[config.mk]
export PLATFORM = sky130hd
export DESIGN_NAME = seq_alu
export DESIGN_NICKNAME = d
export VERILOG_FILES = /design/src/rtl/alu_pkg.sv /design/src/rtl/seq_alu_step.sv /design/src/rtl/seq_alu.sv
export SDC_FILE = /design/constraint.sdc
export NUM_CORES = 1
export LEC_CHECK = 0
export ABC_CLOCK_PERIOD_IN_PS = 2100
export CAP_MARGIN = 10
export CORE_ASPECT_RATIO = 1.25
export CORE_UTILIZATION = 55
export CTS_CLUSTER_DIAMETER = 30
export DETAILED_ROUTE_END_ITERATION = 10
export DONT_BUFFER_PORTS = 1
export GPL_ROUTABILITY_DRIVEN = 0
export PLACE_DENSITY_LB_ADDON = 0.08
export SLEW_MARGIN = 20
export SYNTH_ARGS = -nofsm -noshare
export SYNTH_HDL_FRONTEND = slang
export SYNTH_HIERARCHICAL = 1
export SYNTH_SLANG_ARGS = --single-unit
[constraint.sdc]
create_clock -name clk -period 2.1 [get_ports clk]
set_input_delay 0.42 -clock clk [delete_from_list [all_inputs] [get_ports clk]]
set_output_delay 0.42 -clock clk [all_outputs]
set_load 0.05 [all_outputs]
[src/rtl/alu_pkg.sv]
`default_nettype none
// ============================================================================
//  Module      : alu_pkg
//  Description : Shared opcode map, FSM state type and shift-direction
//                constant for the sequential ALU.
//  Revision    : 1.0  initial release
// ============================================================================
package alu_pkg;

    // 3-bit opcode map (complete; every code has a defined meaning)
    localparam logic [2:0] OP_ADD  = 3'b000;
    localparam logic [2:0] OP_ADDI = 3'b001;
    localparam logic [2:0] OP_SHL  = 3'b010;
    localparam logic [2:0] OP_ROT  = 3'b011;
    localparam logic [2:0] OP_CMP  = 3'b100;
    localparam logic [2:0] OP_ADD5 = 3'b101;
    localparam logic [2:0] OP_ADD6 = 3'b110;
    localparam logic [2:0] OP_CLR  = 3'b111;

    typedef enum logic [1:0] {
        IDLE  = 2'd0,
        SHIFT = 2'd1,
        DONE  = 2'd2
    } state_t;

    // b[0] value selecting a left shift/rotate
    localparam logic DIR_LEFT = 1'b1;

endpackage : alu_pkg
`default_nettype wire

[src/rtl/seq_alu_step.sv]
`default_nettype none
// ============================================================================
//  Module      : seq_alu_step
//  Description : Combinational single-bit shift/rotate step.
//  Ports       : value_i  [WIDTH] value to move by one bit
//                dir_i    1 = left, 0 = right
//                rotate_i 1 = rotate (wrap the outgoing bit), 0 = zero-fill
//                value_o  [WIDTH] value after one step
//  Revision    : 1.0  initial release
// ============================================================================
module seq_alu_step
    import alu_pkg::*;
#(
    parameter int WIDTH = 16
) (
    input  logic [WIDTH-1:0] value_i,
    input  logic             dir_i,
    input  logic             rotate_i,
    output logic [WIDTH-1:0] value_o
);

    logic w_fill_left;
    logic w_fill_right;

    // Bit entering the vacated position: the bit shifted out on a rotate.
    assign w_fill_left  = rotate_i & value_i[WIDTH-1];
    assign w_fill_right = rotate_i & value_i[0];

    always_comb begin
        value_o = value_i;
        if (dir_i == DIR_LEFT) begin
            value_o = {value_i[WIDTH-2:0], w_fill_left};
        end else begin
            value_o = {w_fill_right, value_i[WIDTH-1:1]};
        end
    end

endmodule : seq_alu_step
`default_nettype wire

[src/rtl/seq_alu.sv]
`default_nettype none
// ============================================================================
//  Module      : seq_alu
//  Description : Multi-cycle ALU with valid/ready handshakes, registered
//                result/zero/carry and a shifter/rotator.
//                Build option SEQ_ALU_BARREL_EN: when defined, shifts and
//                rotates use a combinational barrel shifter and every op
//                completes one cycle after accept; when undefined, shifts
//                run iteratively at one bit per cycle.
//  Ports       : clk, rst_n (async, active low)
//                in_valid/in_ready    request handshake
//                a, b, opcode         operands and operation
//                                     (shifts: b[0]=dir, b[SHW:1]=amount)
//                out_valid/out_ready  result handshake
//                result, zero, carry  registered result and flags
//  Revision    : 1.0  initial release
// ============================================================================
module seq_alu
    import alu_pkg::*;
#(
    parameter int WIDTH = 16
) (
    input  logic             clk,
    input  logic             rst_n,
    input  logic             in_valid,
    output logic             in_ready,
    input  logic [WIDTH-1:0] a,
    input  logic [WIDTH-1:0] b,
    input  logic [2:0]       opcode,
    output logic             out_valid,
    input  logic             out_ready,
    output logic [WIDTH-1:0] result,
    output logic             zero,
    output logic             carry
);

    localparam int SHW = $clog2(WIDTH);

    state_t             state_q, state_d;
    logic [WIDTH-1:0]   result_q, result_d;
    logic               zero_q, zero_d;
    logic               carry_q, carry_d;

    logic               w_accept;
    logic               w_is_shift;
    logic [SHW-1:0]     w_amt;
    logic [WIDTH:0]     w_sum;
    logic [WIDTH-1:0]   w_shift_res;

    assign w_accept   = in_valid && (state_q == IDLE);
    assign w_is_shift = (opcode == OP_SHL) || (opcode == OP_ROT);
    assign w_amt      = b[SHW:1];
    assign w_sum      = {1'b0, a} + {1'b0, b};

`ifdef SEQ_ALU_BARREL_EN
    // ------------------------------------------------------------------
    // Barrel shifter: the whole shift/rotate is resolved at accept time.
    // Rotates shift a doubled copy {a,a} so the wrapped bits fall into the
    // selected half.
    // ------------------------------------------------------------------
    logic [2*WIDTH-1:0] w_dbl_l;
    logic [2*WIDTH-1:0] w_dbl_r;

    assign w_dbl_l = {a, a} << w_amt;
    assign w_dbl_r = {a, a} >> w_amt;

    always_comb begin
        w_shift_res = a;
        if (opcode == OP_ROT) begin
            w_shift_res = (b[0] == DIR_LEFT) ? w_dbl_l[2*WIDTH-1:WIDTH]
                                             : w_dbl_r[WIDTH-1:0];
        end else begin
            w_shift_res = (b[0] == DIR_LEFT) ? (a << w_amt) : (a >> w_amt);
        end
    end
`else
    // ------------------------------------------------------------------
    // Iterative shifter: result is preloaded with a, then stepped one bit
    // per cycle while the counter runs down.
    // ------------------------------------------------------------------
    logic [SHW-1:0]   cnt_q, cnt_d;
    logic             dir_q, dir_d;
    logic             rot_q, rot_d;
    logic [WIDTH-1:0] w_step_val;

    assign w_shift_res = a;

    seq_alu_step #(
        .WIDTH    (WIDTH)
    ) u_step (
        .value_i  (result_q),
        .dir_i    (dir_q),
        .rotate_i (rot_q),
        .value_o  (w_step_val)
    );

    always_ff @(posedge clk or negedge rst_n) begin
        if (!rst_n) begin
            cnt_q <= '0;
            dir_q <= 1'b0;
            rot_q <= 1'b0;
        end else begin
            cnt_q <= cnt_d;
            dir_q <= dir_d;
            rot_q <= rot_d;
        end
    end

    always_comb begin
        cnt_d = cnt_q;
        dir_d = dir_q;
        rot_d = rot_q;
        if (w_accept && w_is_shift) begin
            cnt_d = w_amt;
            dir_d = b[0];
            rot_d = (opcode == OP_ROT);
        end else if (state_q == SHIFT) begin
            cnt_d = cnt_q - SHW'(1);
        end
    end
`endif

    // ------------------------------------------------------------------
    // State and datapath registers
    // ------------------------------------------------------------------
    always_ff @(posedge clk or negedge rst_n) begin
        if (!rst_n) begin
            state_q  <= IDLE;
            result_q <= '0;
            zero_q   <= 1'b0;
            carry_q  <= 1'b0;
        end else begin
            state_q  <= state_d;
            result_q <= result_d;
            zero_q   <= zero_d;
            carry_q  <= carry_d;
        end
    end

    // ------------------------------------------------------------------
    // Next-state logic
    // ------------------------------------------------------------------
    always_comb begin
        state_d = state_q;
        case (state_q)
            IDLE: begin
                if (w_accept) begin
`ifdef SEQ_ALU_BARREL_EN
                    state_d = DONE;
`else
                    state_d = (w_is_shift && (w_amt != '0)) ? SHIFT : DONE;
`endif
                end
            end
            SHIFT: begin
`ifdef SEQ_ALU_BARREL_EN
                state_d = DONE;
`else
                // The step taken while cnt==1 is the final one.
                if (cnt_q == SHW'(1)) begin
                    state_d = DONE;
                end
`endif
            end
            DONE: begin
                if (out_ready) begin
                    state_d = IDLE;
                end
            end
            default: state_d = IDLE;
        endcase
    end

    // ------------------------------------------------------------------
    // Datapath next values: only accept and SHIFT steps modify them, so
    // they are frozen for the whole DONE (out_valid) phase.
    // ------------------------------------------------------------------
    always_comb begin
        result_d = result_q;
        zero_d   = zero_q;
        carry_d  = carry_q;
        if (w_accept) begin
            case (opcode)
                OP_SHL, OP_ROT: begin
                    result_d = w_shift_res;
                    zero_d   = 1'b0;
                    carry_d  = 1'b0;
                end
                OP_CMP: begin
                    result_d = '0;
                    zero_d   = (a == b);
                    carry_d  = 1'b0;
                end
                OP_CLR: begin
                    result_d = '0;
                    zero_d   = 1'b0;
                    carry_d  = 1'b0;
                end
                default: begin
                    // OP_ADD, OP_ADDI, OP_ADD5, OP_ADD6
                    result_d = w_sum[WIDTH-1:0];
                    zero_d   = 1'b0;
                    carry_d  = w_sum[WIDTH];
                end
            endcase
        end
`ifndef SEQ_ALU_BARREL_EN
        else if (state_q == SHIFT) begin
            result_d = w_step_val;
        end
`endif
    end

    // ------------------------------------------------------------------
    // Outputs
    // ------------------------------------------------------------------
    always_comb begin
        in_ready  = (state_q == IDLE);
        out_valid = (state_q == DONE);
        result    = result_q;
        zero      = zero_q;
        carry     = carry_q;
    end

endmodule : seq_alu
`default_nettype wire

Yosys cells after proc, flatten, opt, wreduce, memory -nomap -nowiden
Cells that the tools add are included.
{"block": "word_totals", "in_bits": 39, "regBits": 26}
{"block": "classes", "n_mux": 13, "n_reduce_logical": 12, "bitwise": 2, "n_eq_ne": 11, "addsub": 2}
{"cell": "two-way mux 16 bit", "count": 3}
{"cell": "one-hot mux 16 bit (2 select lines)", "count": 1}
{"cell": "adder 16 x 16 -> 17 bit", "count": 1}
{"cell": "== test 16 bit", "count": 1}
{"cell": "two-way mux 2 bit", "count": 4}
{"cell": "two-way mux 4 bit", "count": 2}
{"cell": "== test 3 x 2 -> 1 bit, second input constant", "count": 2}
{"cell": "== test 3 bit, second input constant", "count": 2}
{"cell": "inequality test 2 x 1 -> 1 bit, second input constant", "count": 3}
{"cell": "one-hot mux 2 bit (3 select lines)", "count": 1}
{"cell": "== test 4 x 1 -> 1 bit, second input constant", "count": 1}
{"cell": "nonzero test 2 bit", "count": 2}
{"cell": "nonzero test 4 bit", "count": 1}
{"cell": "OR reduction 2 bit", "count": 2}
{"cell": "OR reduction 4 bit", "count": 1}
{"cell": "subtractor 4 x 1 -> 4 bit, second input constant", "count": 1}
{"cell": "logical AND 1 bit", "count": 3}
{"cell": "AND reduction 3 bit", "count": 1}
{"cell": "AND 1 bit", "count": 2}
{"cell": "== test 2 x 1 -> 1 bit, second input constant", "count": 1}
{"cell": "== test 2 bit, second input constant", "count": 1}
{"cell": "logical NOT 2 bit", "count": 1}
{"cell": "two-way mux 1 bit", "count": 2}
{"cell": "logical OR 1 bit", "count": 1}

Depth between registers and ports, before layout
{"block": "logic_depth", "depth_word": 6, "ltp_mapped": 9}

By module
Netlist, hierarchy kept.
{"mod": "seq_alu", "cells_each": 284, "area_per_inst_um2": 2263.4, "n_inst": 1}
{"mod": "seq_alu_step", "cells_each": 22, "area_per_inst_um2": 237.7, "n_inst": 1}

Worst setup path before layout
OpenSTA, ideal clock, no wires.
{"block": "synth_timing", "kind": "input port to flip-flop", "startpoint": "in a[0]", "endpoint": "reg result_q[8], in the netlist result[8]", "arrival_time_ns": 2.079, "slack_ns": -0.061, "cell_stages": 8, "cell_sequence": "ha_1 > fa_1 > a21oi_1 > o21ai_0 > a2111oi_0 > nor2_1 > xnor2_1 > o21ai_0"}
{"block": "synth_via", "elab_chain_len": 3}
{"element": "from (decl)", "line": "seq_alu.sv:27", "rtl": "input logic [WIDTH-1:0] a,"}
{"element": "adder 16 x 16 -> 17 bit", "line": "seq_alu.sv:53", "rtl": "assign w_sum = {1'b0, a} + {1'b0, b};"}
{"element": "one-hot mux 16 bit (2 select lines)", "line": "seq_alu.sv:183", "rtl": "case (opcode)"}
{"element": "two-way mux 16 bit", "line": "seq_alu.sv:182", "rtl": "if (w_accept) begin"}
{"element": "to (signal assigned)", "line": "seq_alu.sv:134", "rtl": "result_q <= result_d;"}
{"element": "to (decl)", "line": "seq_alu.sv:40", "rtl": "logic [WIDTH-1:0] result_q, result_d;"}
Every way passes these cells.
A chain may end at the register's enable or synchronous reset.

Worst setup path after layout
{"block": "layout_timing", "startpoint": "in a[0]", "endpoint": "reg result_q[14], in the netlist result[14]"}
Same word-level chain as after synthesis.

==> summary.md <==
| Metric | Value |
|---|---|
| Cell taking the most area after synthesis | `dfrtp_1` |
| Input/output buffers | `0` |
| Worst-path clk slew | `100 ps` |
| Reg-to-Reg Start | `dir_q` |
| Status | `completed` |
| CTS tree | `built` |
| Hold path cells | `2` |
| Total gr overflow | `0` |
| Std-Cell Rows | `27` |
| Pre-Repair DR Iteration Count | `4` |
| Place WS | `-168.4 ps` |
| Synth cell types | `56` |
| CP arrival | `2190 ps` |
| Clock sink count | `26` |
| Chip width | `62.32 um` |
| Post-Synthesis Cells | `306` |
| Post-Route WL | `6675 um` |
| CP startpoint kind | `primary input` |
| Critical path startpoint | `a[0]` |
| Avg Vias per Cell | `6.125` |
| # Max-Cap Violations | `0` |
| Synth cell count leaders | `nand2_1 (57), a21oi_1 (28), dfrtp_1 (26)` |
| Top-area cell type share of the netlist area | `26.01%` |
| Root Buffer | `clkbuf_8` |
| R2R cell count | `6` |
| Core Area | `0.004392 mm^2` |
| Tot Pwr | `3.808 mW` |
| Max FO, Critical Path | `3` |
| ANT nets after route | `0` |
| Final hold violations | `0` |
| Die Ht | `77.40 um` |
| Setup violation total in the final timing report | `0` |
| Unrepaired setup endpoints after global routing | `false` |
| Share of layout cells above drive strength 1 | `17.55%` |
| Post-synth ARST share | `100.0%` |
| Final worst path period need | `1993 ps` |
| Setup bufs post-CTS | `0` |
| Synthesized area per cell | `8.174 um^2` |
| Kind of critical path | `in2reg` |
| Reg2Reg Setup Slack | `330 ps` |
| Top-count cell post-synth | `nand2_1` |
| Worst-Margin Slew | `589.5 ps` |
| Vias in the first global route | `2,396` |
| Leak | `1.153 nW` |
| Post-Syn Nets | `364` |
| Peak supply drop | `0.5009 mV` |
| Crit Reg-Reg Endpoint | `result[15]` |
| CTS Buf Count | `3` |
| Crit end category | `flop` |
| Hold Crit Class | `in2reg` |
| DRC viols | `0` |
| Drt wl/cell | `17.71 um` |
| Max Transition Viols Final | `0` |
| Top FF cell, synth | `dfrtp_1` |
| Antenna diode count | `0` |
| Slew HR | `60.70%` |
| Post-synth EDFFs | `0` |
| Initial antenna violation count | `0` |
| Peak Freq | `0.5018 GHz` |
| Ys Warns | `6` |
| Initial drt markers | `166` |
| Clock skew | `2.264 ps` |
| Final Core Density | `62.17%` |
| P per Cell Area | `1395 mW/mm^2` |
| Critical path required time | `2300 ps` |
| GRT Util Overall | `29.30%` |
| Initial core utilization | `56.95%` |
| Layout area overhead | `9.155%` |
| CTS H-tree depth | `1` |
| Top post-synthesis cells by area | `dfrtp_1 (26%), ha_1 (9.0%), nand2_1 (8.6%)` |
| Post-Synthesis Cell Area | `0.002501 mm^2` |
| Min-delay src | `a[10]` |
| Synth Register Bits | `26` |
| Nets | `378` |
| Via count | `2,309` |
| Die area | `0.004823 mm^2` |
| Fin crit share | `94.90%` |
| Clk Latency, worst-skew pair | `270 ps` |
| First-pass GRT wire length | `11,280 um` |
| # IOs | `59` |
| Post-synthesis sequential area ratio | `26.01%` |
| Largest net degree at the start of global routing | `27` |
| Deepest clock path buffer count | `2` |
| Critical Path End | `result[14]` |
| DP HPWL | `5252 um` |
| Setup WS post-layout | `107.1 ps` |
-- placed cells by master (no fill, tap or decap), types with 8 or more instances in the layout --
cell type	n
nand2_1	57
o22ai_1	8
buf_4	23
a31oi_1	13
o21ai_0	12
nor2_1	21
nand3_1	8
ha_1	18
a21oi_1	27
xnor2_1	8
dfrtp_1	26
mux2_2	10
-- power breakdown --
part           internal [mW]  switching (mW)  total, mW  leakage, nW
combinational          0.908            1.13       2.04        0.811
sequential             0.729           0.701       1.43        0.313
clock                  0.168           0.170      0.338       0.0288
total                   1.80            2.00       3.81         1.15
-- worst max-delay path, stage by stage --
cell      delay, ps
ha_1            200
fa_1            420
a21oi_2         200
o21ai_1         150
a211oi_2        320
nor3_1          120
o21a_1          190
o31ai_2         160
-- cells by family (layout without fill, tap and decap cells) --
logic type,after synthesis,in the layout,share of synthesized area (%)
simple gates,117,117,21.76
fa+ha+maj,19,19,9.805
xor+xnor,14,14,5.203
flops,26,26,26.01
buf+inv,22,35,5.252
mux,17,17,8.504
compound gates,91,91,23.46
-- cell type report --
cell class                 count  area [um^2]
fill                         421         1662
clock buffer                   4        55.05
inverter                       6        22.52
multi-input combinational    258         1727
sequential                    26        650.6
timing repair buffer          25        202.7
tap                           58        72.57
-- through the flow --
| step | hold slack [ps] | instances | setup TNS (ps) | area [um^2] |
|---|---|---|---|---|
| floorplan | 124.4 | 306 | 0 | 2504 |
| global placement | 125.0 | 371 | -363.0 | 2640 |
| detailed placement | 125.0 | 371 | -552.6 | 2640 |
| CTS | 284.4 | 377 | 0 | 2725 |
| global route | 285.4 | 377 | 0 | 2730 |
| finish | 286.6 | 377 | 0 | 2730 |
-- how the worst min path moves through the flow --
stage	end	slack, ps
2_1_floorplan	carry	120
3_3_place_gp	result[3]	120
3_5_place_dp	result[2]	120
4_1_cts	result[10]	280
5_1_grt	rot_q	290
6_report	result[10]	290
-- per-layer routing --
metal  routed length [um]  global-route usage, %
met5                    0                      0
met4                  125                  10.00
met3                  374                  5.147
met2                 3276                  50.77
met1                 2899                  36.48
-- registers in the layout, indices dropped and copies added (netlist names) --
signal	count
zero	1
cnt_q	4
state_q	2
carry	1
dir_q	1
rot_q	1
result	16
-- repair_timing --
action	in CTS	in global routing
endpoints found under the hold margin	26	0
hold buffers	2	0
setup endpoints to repair	0	2
gates resized for setup	0	2
Power figures use the tool's default switching activity.
